`config.mk`:
```
export PLATFORM = sky130hd
export DESIGN_NAME = fu_issue_scheduler
export DESIGN_NICKNAME = d
export VERILOG_FILES = /design/src/rtl/fu_issue_scheduler.sv
export SDC_FILE = /design/constraint.sdc
export NUM_CORES = 1
export LEC_CHECK = 0
export ABC_AREA = 0
export CORE_AREA = 3 3 176 178
export DETAILED_ROUTE_END_ITERATION = 16
export DIE_AREA = 0 0 179 181
export PLACE_DENSITY = 0.49
export SLEW_MARGIN = 10
export SYNTH_ARGS = -nofsm -noshare
export SYNTH_HDL_FRONTEND = slang
export SYNTH_SLANG_ARGS = --single-unit
```
`constraint.sdc`:
```
create_clock -name clk -period 2.7 [get_ports clk]
set_clock_uncertainty 0.2 [all_clocks]
set_input_delay 0.54 -clock clk [delete_from_list [all_inputs] [get_ports clk]]
set_output_delay 0.54 -clock clk [all_outputs]
set_load 0.02 [all_outputs]
```
`src/rtl/fu_issue_scheduler.sv`:
```
// fu_issue_scheduler
//
// Shares one non-pipelined functional unit among NUM_RS reservation stations.
// A ready station is picked round-robin and its operand packet is latched. The FU
// is started one cycle later. The FU result is held and broadcast on the CDB
// until a grant arrives. A new op may issue in the same cycle as the CDB grant.
//
// Ports:
//   clk, reset        system clock, synchronous active-high reset
//   flush             squash the in-flight op and return to idle
//   rs_ready          per-station insn_ready
//   rs_func/v1/v2/dst per-station packet, flattened (station i at [i*W +: W])
//   rs_issue          one-hot issue pulse to the selected station (combinational)
//   fu_start          one-cycle FU start pulse, cycle after issue
//   fu_func/v1/v2     latched packet presented to the FU
//   fu_done/result    FU completion pulse and result
//   cdb_req/tag/value CDB broadcast request and payload
//   cdb_grant         CDB grant, broadcast completes in that cycle
//   busy              scheduler not idle

module fu_issue_scheduler #(
  parameter int unsigned NUM_RS   = 4,
  parameter int unsigned RS_IDX_W = 2,
  parameter int unsigned TAG_W    = 6,
  parameter int unsigned DATA_W   = 32,
  parameter int unsigned FUNC_W   = 5
) (
  input  logic                       clk,
  input  logic                       reset,
  input  logic                       flush,
  input  logic [NUM_RS-1:0]          rs_ready,
  input  logic [NUM_RS*FUNC_W-1:0]   rs_func,
  input  logic [NUM_RS*DATA_W-1:0]   rs_v1,
  input  logic [NUM_RS*DATA_W-1:0]   rs_v2,
  input  logic [NUM_RS*TAG_W-1:0]    rs_dst,
  output logic [NUM_RS-1:0]          rs_issue,
  output logic                       fu_start,
  output logic [FUNC_W-1:0]          fu_func,
  output logic [DATA_W-1:0]          fu_v1,
  output logic [DATA_W-1:0]          fu_v2,
  input  logic                       fu_done,
  input  logic [DATA_W-1:0]          fu_result,
  output logic                       cdb_req,
  output logic [TAG_W-1:0]           cdb_tag,
  output logic [DATA_W-1:0]          cdb_value,
  input  logic                       cdb_grant,
  output logic                       busy
);

  typedef enum logic [1:0] {
    StIdle,
    StExec,
    StWb
  } state_e;

  state_e              state_q;
  logic [RS_IDX_W-1:0] rr_ptr_q;
  logic                fu_start_q;
  logic                cdb_req_q;
  logic                busy_q;
  logic [FUNC_W-1:0]   fu_func_q;
  logic [DATA_W-1:0]   fu_v1_q;
  logic [DATA_W-1:0]   fu_v2_q;
  logic [TAG_W-1:0]    dst_q;
  logic [TAG_W-1:0]    cdb_tag_q;
  logic [DATA_W-1:0]   cdb_value_q;

  // Per-station views of the flattened packet buses.
  logic [FUNC_W-1:0] func_arr [NUM_RS];
  logic [DATA_W-1:0] v1_arr   [NUM_RS];
  logic [DATA_W-1:0] v2_arr   [NUM_RS];
  logic [TAG_W-1:0]  dst_arr  [NUM_RS];

  for (genvar i = 0; i < NUM_RS; i++) begin : g_unpack
    assign func_arr[i] = rs_func[i*FUNC_W +: FUNC_W];
    assign v1_arr[i]   = rs_v1[i*DATA_W +: DATA_W];
    assign v2_arr[i]   = rs_v2[i*DATA_W +: DATA_W];
    assign dst_arr[i]  = rs_dst[i*TAG_W +: TAG_W];
  end

  // Round-robin search: first ready station at or after rr_ptr_q, wrapping.
  logic                sel_found;
  logic [RS_IDX_W-1:0] sel_idx;
  logic [RS_IDX_W-1:0] cand;

  always_comb begin
    sel_found = 1'b0;
    sel_idx   = '0;
    cand      = '0;
    for (int unsigned k = 0; k < NUM_RS; k++) begin
      cand = RS_IDX_W'((32'(rr_ptr_q) + k) % NUM_RS);
      if (!sel_found && rs_ready[cand]) begin
        sel_found = 1'b1;
        sel_idx   = cand;
      end
    end
  end

  logic [RS_IDX_W-1:0] rr_next;
  assign rr_next = RS_IDX_W'((32'(sel_idx) + 1) % NUM_RS);

  // Issue is possible from idle, or from writeback in the grant cycle so the FU
  // never sits empty while the CDB hands over.
  logic issue_slot;
  logic issue_fire;

  assign issue_slot = (state_q == StIdle) || ((state_q == StWb) && cdb_grant);
  assign issue_fire = !reset && !flush && sel_found && issue_slot;

  always_comb begin
    rs_issue = '0;
    if (issue_fire) begin
      rs_issue[sel_idx] = 1'b1;
    end
  end

  always_ff @(posedge clk) begin
    if (reset) begin
      state_q     <= StIdle;
      rr_ptr_q    <= '0;
      fu_start_q  <= 1'b0;
      cdb_req_q   <= 1'b0;
      busy_q      <= 1'b0;
      fu_func_q   <= '0;
      fu_v1_q     <= '0;
      fu_v2_q     <= '0;
      dst_q       <= '0;
      cdb_tag_q   <= '0;
      cdb_value_q <= '0;
    end else if (flush) begin
      // Abandon whatever is in flight; pointer and data registers are kept.
      state_q    <= StIdle;
      fu_start_q <= 1'b0;
      cdb_req_q  <= 1'b0;
      busy_q     <= 1'b0;
    end else begin
      fu_start_q <= 1'b0;

      if (issue_fire) begin
        fu_func_q  <= func_arr[sel_idx];
        fu_v1_q    <= v1_arr[sel_idx];
        fu_v2_q    <= v2_arr[sel_idx];
        dst_q      <= dst_arr[sel_idx];
        rr_ptr_q   <= rr_next;
        fu_start_q <= 1'b1;
      end

      unique case (state_q)
        StIdle: begin
          if (issue_fire) begin
            state_q <= StExec;
            busy_q  <= 1'b1;
          end
        end

        StExec: begin
          // fu_done may coincide with the fu_start pulse; it is captured here too.
          if (fu_done) begin
            cdb_tag_q   <= dst_q;
            cdb_value_q <= fu_result;
            state_q     <= StWb;
            cdb_req_q   <= 1'b1;
          end
        end

        StWb: begin
          if (cdb_grant) begin
            cdb_req_q <= 1'b0;
            if (issue_fire) begin
              state_q <= StExec;
            end else begin
              state_q <= StIdle;
              busy_q  <= 1'b0;
            end
          end
        end

        default: begin
          state_q   <= StIdle;
          cdb_req_q <= 1'b0;
          busy_q    <= 1'b0;
        end
      endcase
    end
  end

  assign fu_start  = fu_start_q;
  assign fu_func   = fu_func_q;
  assign fu_v1     = fu_v1_q;
  assign fu_v2     = fu_v2_q;
  assign cdb_req   = cdb_req_q;
  assign cdb_tag   = cdb_tag_q;
  assign cdb_value = cdb_value_q;
  assign busy      = busy_q;

endmodule

```
== Yosys cells after proc, flatten, opt, wreduce, memory -nomap -nowiden ==
Cells that the tools add are included.

* Flip-flop bits (word level): 120
* Input port bits: 341
* Output and inout port bits: 114

* Add/subtract/negate cells: 4
* Order comparisons: 7
* Equal/unequal tests: 6
* Mux-type cells: 44
* Bitwise operators: 4
* Reductions and logical operators: 21

{| class="wikitable"
|+ Operators by type and width
! kind !! count
|-
| 32-bit binary-select mux with 2-bit select || 2
|-
| 32-bit 2-to-1 mux || 4
|-
| 1-bit 2-to-1 mux || 16
|-
| 2-bit by 3-bit less-than comparator with 1-bit output (second input constant) || 5
|-
| 2-bit 2-to-1 mux || 7
|-
| 6-bit binary-select mux with 2-bit select || 1
|-
| 6-bit 2-to-1 mux || 2
|-
| 5-bit binary-select mux with 2-bit select || 1
|-
| 5-bit 2-to-1 mux || 2
|-
| 3-bit AND reduction || 3
|-
| 1-bit binary-select mux with 2-bit select || 4
|-
| 1-bit logical AND || 8
|-
| 2-bit inequality test (second input constant) || 4
|-
| 1-bit one-hot mux with 3 select lines || 2
|-
| 2-bit one-hot mux with 3 select lines || 1
|-
| 1-bit logical NOT || 5
|-
| 2-bit by 1-bit adder with 2-bit output (second input constant) || 2
|-
| 2-bit adder (second input constant) || 2
|-
| 4-bit 2-to-1 mux || 1
|-
| 4-bit AND reduction || 1
|-
| 3-bit >= comparator (second input constant) || 1
|-
| 1-bit inverter || 3
|-
| 2-bit inverter with 3-bit output || 1
|-
| 1-bit demux with 2-bit select || 1
|-
| other kinds (7) || 7
|}

== Logic depth before layout (Yosys ltp) ==
Gate-level depths: netlist (run 1).

* Word-level depth: 17
* Gate-level depth with buffers: 9

== Worst setup path after synthesis (run 1) ==
Ideal clock, no wire load.

* Path type: input -> output
* Start point: input port rs_ready[0]
* End point: output port rs_issue[0]
* Arrival time: 1928 ps
* Data required time: 1960 ps
* Path slack: 32 ps
* Cell stages on the path: 9
* Path buffers: 3
* Cell sequence: a21oi_1 -> o21ai_0 -> o2bb2a_1 -> buf_2 -> buf_4 -> buf_2 -> inv_1 -> ha_1 -> and2_1

* Cells in the longest elaborated chain, start to end: 17

{| class="wikitable"
|+ Ends and longest elaborated chain
! item !! line !! RTL
|-
| start, declared || 31 || <nowiki>input logic [NUM_RS-1:0] rs_ready,</nowiki>
|-
| 1-bit binary-select mux with 2-bit select || 92 || <nowiki>if (!sel_found && rs_ready[cand]) begin</nowiki>
|-
| 1-bit 2-to-1 mux (not written as such) || 92 ||
|-
| 1-bit 2-to-1 mux || 92 ||
|-
| 1-bit logical NOT || 92 ||
|-
| 1-bit logical AND || 92 ||
|-
| 1-bit 2-to-1 mux || 92 ||
|-
| 1-bit logical NOT || 92 ||
|-
| 1-bit logical AND || 92 ||
|-
| 1-bit 2-to-1 mux || 92 ||
|-
| 1-bit logical NOT || 92 ||
|-
| 1-bit logical AND || 92 ||
|-
| 2-bit 2-to-1 mux || 92 ||
|-
| 2-bit by 3-bit less-than comparator with 1-bit output (not written as such) / 2-bit by 1-bit >= comparator with 1-bit output (equally long branches) || 113 || <nowiki>rs_issue[sel_idx] = 1'b1;</nowiki>
|-
| 1-bit logical AND (not written as such) || 113 ||
|-
| 1-bit 2-to-1 mux (not written as such) || 113 ||
|-
| 1-bit demux with 2-bit select || 113 ||
|-
| 4-bit 2-to-1 mux (*) || 112 || <nowiki>if (issue_fire) begin</nowiki>
|-
| end, declared || 36 || <nowiki>output logic [NUM_RS-1:0] rs_issue,</nowiki>
|}

Every way passes the cells marked *; elsewhere a longest branch is shown, timed or not. The select of a mux whose other input is x is not followed.

== Worst setup path in the final report (run 1) ==
* Start point: register rr_ptr_q[1]
* End point: output port rs_issue[0]

* Cells in the longest elaborated chain, start to end: 17

{| class="wikitable"
|+ Ends and longest elaborated chain
! item !! line !! RTL
|-
| start, declared || 57 || <nowiki>logic [RS_IDX_W-1:0] rr_ptr_q;</nowiki>
|-
| start signal, assigned || 144 || <nowiki>rr_ptr_q <= rr_next;</nowiki>
|-
| branches (longest 16 deep; another with 2-bit by 3-bit less-than comparator with 1-bit output) || -- ||
|-
| 4-bit 2-to-1 mux (*) || 112 ||
|}

Mark *: on every way between the ends. The select of a mux whose other input is x is not followed.

==> results of run 1 <==
kinds of logic after synthesis:
kind of cell / Yosys count / share of synthesized area
flip-flops: 120 / 0.409
adder cells (fa/ha/maj): 4 / 0.00853
multiplexers: 152 / 0.259
AND/OR/NAND/NOR: 176 / 0.119
AO/OA/AOI/OAI: 127 / 0.162
buffers and inverters: 61 / 0.0424
power by group through the flow:
stage / sequential [uW] / clock, uW / combinational, uW
finish: 2000 / 2300 / 1640
global route: 2020 / 2460 / 1750
CTS: 2000 / 2390 / 1650
detailed placement: 2040 / 0 / 1640
global placement: 2040 / 0 / 1640
floorplan: 2190 / 0 / 511
worst min-delay path, stage by stage, from the launching register on:
cell     delay (ps)
dfxtp_1         310
nand2_1          50
a21oi_1          50
cell type report:
type,instances,area [um^2],share of cell area
clock buffers,17,425,0.0364
flip-flops and latches,120,2410,0.206
inverters,6,22.5,0.00193
multi-input cells,459,3280,0.281
diodes,3,7.51,0.000643
clock inverters,14,151,0.0130
repair buffers,486,4890,0.419
well taps,390,488,0.0418
Yosys cell counts:
cell / number / area share
buf_1: 2 / 0.0013
and3_1: 1 / 0.0011
nand2_2: 1 / 0.0011
nor3_1: 1 / 0.00085
nor4_1: 1 / 0.0011
nor2_1: 7 / 0.0045
a2111oi_4: 1 / 0.0047
inv_1: 6 / 0.0038
mux2i_1: 152 / 0.26
nand3b_1: 2 / 0.0026
and2_1: 4 / 0.0043
buf_4: 1 / 0.0013
o221ai_1: 75 / 0.11
ha_1: 4 / 0.0085
or2_0: 1 / 0.0011
a2bb2oi_1: 1 / 0.0015
a21oi_1: 46 / 0.039
o21bai_1: 1 / 0.0013
or2_2: 1 / 0.0011
dfxtp_1: 120 / 0.41
nand2b_1: 2 / 0.0021
clkbuf_1: 39 / 0.025
buf_2: 13 / 0.011
o2bb2a_1: 1 / 0.0017
o21ai_0: 2 / 0.0017
nand2_1: 155 / 0.099
path summary, 6_finish.rpt:
kind	startpoint	end	slack, ps	cells after the start
setup reg to reg	rr_ptr_q[1]	fu_v1[3]	340	7
setup / recovery	rr_ptr_q[1]	rs_issue[0]	100	8
hold reg to reg	cdb_tag[3]	cdb_tag[3]	250	2
hold / removal	cdb_tag[3]	cdb_tag[3]	250	2
flip-flops by register name (all words and copies together) (netlist names):
name / cells
busy: 1
dst_q: 6
cdb_tag: 6
cdb_value: 32
rr_ptr_q: 2
fu_v2: 32
cdb_req: 1
fu_func: 5
fu_v1: 32
state_q: 2
fu_start: 1
routing by layer:
| metal | GRT usage | up-vias | routed length [um] | share of wire |
|---|---|---|---|---|
| met3 | 0.0622 | 23 | 2440 | 0.086 |
| met2 | 0.293 | 273 | 14500 | 0.51 |
| met4 | 0.0502 | 2 | 471 | 0.017 |
| met1 | 0.186 | 3018 | 10900 | 0.38 |
| li1 | - | 3235 | - | - |
| met5 | 0 | - | 11 | 0.00039 |
per-stage QoR:
| stage | cell area [um^2] | TNS [ps] | instances | utilization |
|---|---|---|---|---|
| final | 11700 | 0 | 1495 | 0.395 |
| after global routing | 11700 | 0 | 1494 | 0.395 |
| after CTS | 11600 | 0 | 1490 | 0.393 |
| after detailed placement | 11000 | -20540 | 1457 | 0.373 |
| after global placement | 11000 | -18600 | 1457 | 0.373 |
| after floorplan | 5870 | 0 | 640 | - |
repair_timing:
item | 4_1_cts | 5_1_grt
hold buffers | 0 | 0
endpoints found under the setup margin | 4 | 4
pin swaps | 5 | 4
buffers inserted | 2 | 2
resized for setup | 35 | 9
==> key figures, run 1 <==
Logic synthesis
  – Post-synthesis cell area: 5870 um^2
  – Flops & latches, synth: 120
  – Syn Nets: 985
  – Syn Area/Cell: 9.17 um^2
  – Synth Instances: 640
  – Cell variety after synth: 26
  – Sequential fraction of the synthesis area: 0.409
  – Synth Warn #: 0

Floorplanning
  – Core area: 29600 um^2
  – Horiz. Die Dim: 179 um
  – Die height: 181 um
  – Ports: 455
  – DIE AREA: 32400 um^2
  – Initial Util: 0.199
  – Std cell rows: 63

Pwr
  – Seq pwr share: 0.337
  – P_leak: 0.00425 uW
  – PwrDens: 509 nW/um^2
  – Psw: 1700 uW
  – Combinational share of power: 0.275
  – Clock share of power: 0.387
  – Total power: 5940 uW
  – Sw Share: 0.287
  – Pint: 4240 uW
  – Worst IR drop on VDD: 370 uV

Final layout
  – Area Growth Syn to Fin: 98.9%
  – Most frequent cells in the layout: clkdlybuf4s50_1 (443), nand2_1 (154), mux2i_1 (152)
  – Fraction of final layout cells sized beyond drive strength 1: 0.0753
  – # fillers: 2967
  – Commonest non-fill, non-tap cell in the layout: clkdlybuf4s50_1
  – Post-layout nets: 1435

Critical path
  – WS Path Type: register to output pin
  – Startpoint types: register
  – Critical Path RT: 1960 ps
  – CP max stage cell: dfxtp_4
  – Worst path max stage delay: 360 ps
  – CP delay by family, top: simple AND/OR/NAND/NOR gates
  – CP arrival: 1860 ps
  – Most used cell, CP: buf_4
  – Kind of end point of the critical path: output pin
  – CP Buf/Inv Count: 4
  – Crit Path Max Fanout: 4
  – Critical-path cell list: buf_4, and3_1, nor3_2, buf_4, inv_2, ha_1, and2_4, buf_6

Timing
  – Minimum clock period: 2600 ps
  – Setup violators final: 0
  – Max Slew Vio Count: 0
  – Final Hold Slack: 252 ps
  – RSZ-0062 raised after global routing: no
  – Final hold viol count: 0
  – Worst rel slew slack: 0.495
  – Achievable Freq: 0.385 GHz
  – Setup ws final: 101 ps
  – Least-Margin Pin Slew: 758 ps
  – Crit share post-route: 0.963

Placed design
  – Port Buffers: 454
  – Hpwl dp: 21.9 mm
  – Pre-CTS WS: -657 ps
  – RD Place Congestion: 0.813

Global routing
  – Largest net degree at the start of global routing: 71
  – Total global routing overflow: 0
  – First-pass GRT wire length: 40.5 mm
  – Initial antenna violation count: 2
  – Total GRT Usage: 0.167
  – Number of global-route vias before repair: 6595

Routing
  – Antenna-violating nets left: 0
  – Pre-antenna DRT Iters: 6
  – Via density: 4.38
  – Post-detailed-route wirelength per cell: 19.0 um
  – DRT iter0 DRCs: 270
  – DR vias: 6551
  – Final wirelength: 28.3 mm
  – DRC viols: 0

Run
  – MaxCap Viol Count: 0

Clock tree
  – TritonCTS Buffers: 17
  – Clock buffer depth: 2
  – Worst skew pair latency: 420 ps
  – CTS tree: built
  – Clock slew at reported path FFs: 60 ps
  – H-tree level count: 4
  – TritonCTS Sinks: 120
  – CTS root buf: clkbuf_16

Worst hold path
  – Min-Delay Path Class: register to register

Outcome
  – Outcome: complete, no violations
Power figures use the tool's default switching activity.
==> run 2: changes to the inputs <==
- CAP_MARGIN: unset -> 20
- CORE_AREA: 3 3 176 178 -> 3 3 177 179
- DIE_AREA: 0 0 179 181 -> 0 0 180 182
==> run 2 against run 1 <==
Compared with the run above: via count decreased by 0.84%; power increased by 2.6%; flip-flop and latch count unchanged; cell count decreased by 0.27%; largest cell class unchanged; highest routed layer unchanged.
==> key figures, run 2 (synthesis gave the netlist of run 1 again) <==
Outcome
  – Outcome: complete, no violations

Placed design
  – Inst Count DP: 1456
  – Port Buffers: 454
  – RD Place Congestion: 0.803
  – Hpwl dp: 22.1 mm
  – Pre-CTS WS: -685 ps
  – Cell Area, Placed: 11000 um^2

Timing
  – Least-Margin Pin Slew: 761 ps
  – Final hold viol count: 0
  – Worst rel slew slack: 0.493
  – Setup TNS: 0 ps
  – Setup ws final: 51.2 ps
  – RSZ-0062 raised after global routing: yes
  – Minimum clock period: 2650 ps
  – Setup violators final: 0
  – Achievable Freq: 0.378 GHz
  – Crit share post-route: 0.981
  – Max Slew Vio Count: 0

Pwr
  – PwrDens: 520 nW/um^2
  – Worst IR drop on VDD: 355 uV
  – P_leak: 0.00425 uW
  – Total power: 6100 uW

Final layout
  – Most frequent cells in the layout: clkdlybuf4s50_1 (444), nand2_1 (154), mux2i_1 (152)
  – Finished Cell Area: 11700 um^2
  – Commonest non-fill, non-tap cell in the layout: clkdlybuf4s50_1
  – Area Growth Syn to Fin: 99.8%
  – Post-layout nets: 1433
  – Non-filler instance count after layout: 1491
  – Fraction of final layout cells sized beyond drive strength 1: 0.0781
  – Ant. Diodes: 0

Global routing
  – Number of global-route vias before repair: 6712
  – Total GRT Usage: 0.168
  – Total global routing overflow: 0
  – Largest net degree at the start of global routing: 62
  – First-pass GRT wire length: 42.4 mm
  – Initial antenna violation count: 1

Critical path
  – Worst r2r src: rr_ptr_q[1]
  – Critical Path RT: 1960 ps
  – WS Path Type: input port to output pin
  – CP startpoint: cdb_grant
  – CP arrival: 1910 ps
  – Crit Path Max Fanout: 6
  – Reg2Reg Depth: 8
  – Kind of end point of the critical path: output pin
  – Startpoint types: input port

Floorplanning
  – DIE AREA: 32800 um^2
  – Horiz. Die Dim: 180 um
  – Die height: 182 um
  – Std cell rows: 63
  – Ports: 455
  – Initial Util: 0.198
  – Core area: 29700 um^2

Clock tree
  – Clock slew at reported path FFs: 60 ps
  – CTS root buf: clkbuf_16
  – Worst skew pair latency: 410 ps
  – TritonCTS Buffers: 17
  – TritonCTS Sinks: 120
  – Clock buffer depth: 2
  – H-tree level count: 4
  – CTS tree: built

Worst hold path
  – Min-Delay Path Class: register to register
  – Hold path cells: 2
  – Hold Crit Start: cdb_tag[3]

Routing
  – DRT iter0 DRCs: 246
  – Via density: 4.36
  – DRC viols: 0
  – Antenna-violating nets left: 0
  – Post-detailed-route wirelength per cell: 19.4 um
  – Final wirelength: 28.9 mm
  – DR vias: 6496
  – Pre-antenna DRT Iters: 4

Run
  – MaxCap Viol Count: 0
-- run 2: worst max-delay path: stages --
cell and delay, ps:
clkdlybuf4s50_1 480, inv_1 70, a2111oi_4 460, and2_4 230, buf_6 110
-- run 2: path summary, 6_finish.rpt --
path            endpoint  slack, ps
min           cdb_tag[3]        250
max reg2reg     dst_q[2]        350
max          rs_issue[1]         50
min reg2reg   cdb_tag[3]        250
-- run 2: timing repair --
| item | CTS | global route |
|---|---|---|
| buffers inserted | 2 | 1 |
| hold buffers | 0 | 0 |
| pin swaps | 6 | 4 |
| hold endpoints to repair | 0 | 0 |
| resized for setup | 39 | 11 |
| endpoints found under the setup margin | 4 | 4 |
-- run 2: per-stage QoR --
stage	util	hold slack, ps
3_5_place_dp	0.371	246
3_3_place_gp	0.371	241
5_1_grt	0.395	271
2_1_floorplan	-	232
6_report	0.395	252
4_1_cts	0.393	254
-- run 2: layout make-up --
class                           count  area, um^2
Fill cell                        2995       18000
Inverter                            6        22.5
Multi-Input combinational cell    459        3290
Clock buffer                       19         453
Tap cell                          390         488
Clock inverter                     13         170
Sequential cell                   120        2410
Timing Repair Buffer              484        4900
-- run 2: routing by layer --
metal  part of all wire  track usage
met1               0.40        0.194
met2               0.52        0.301
met3              0.078       0.0569
met4              0.010       0.0356
met5            0.00045            0
-- run 2: power by group --
part	internal, uW	total (uW)	switching (uW)
Clock	1510	2460	942
Combinational	955	1640	682
Sequential	1920	2000	85.1
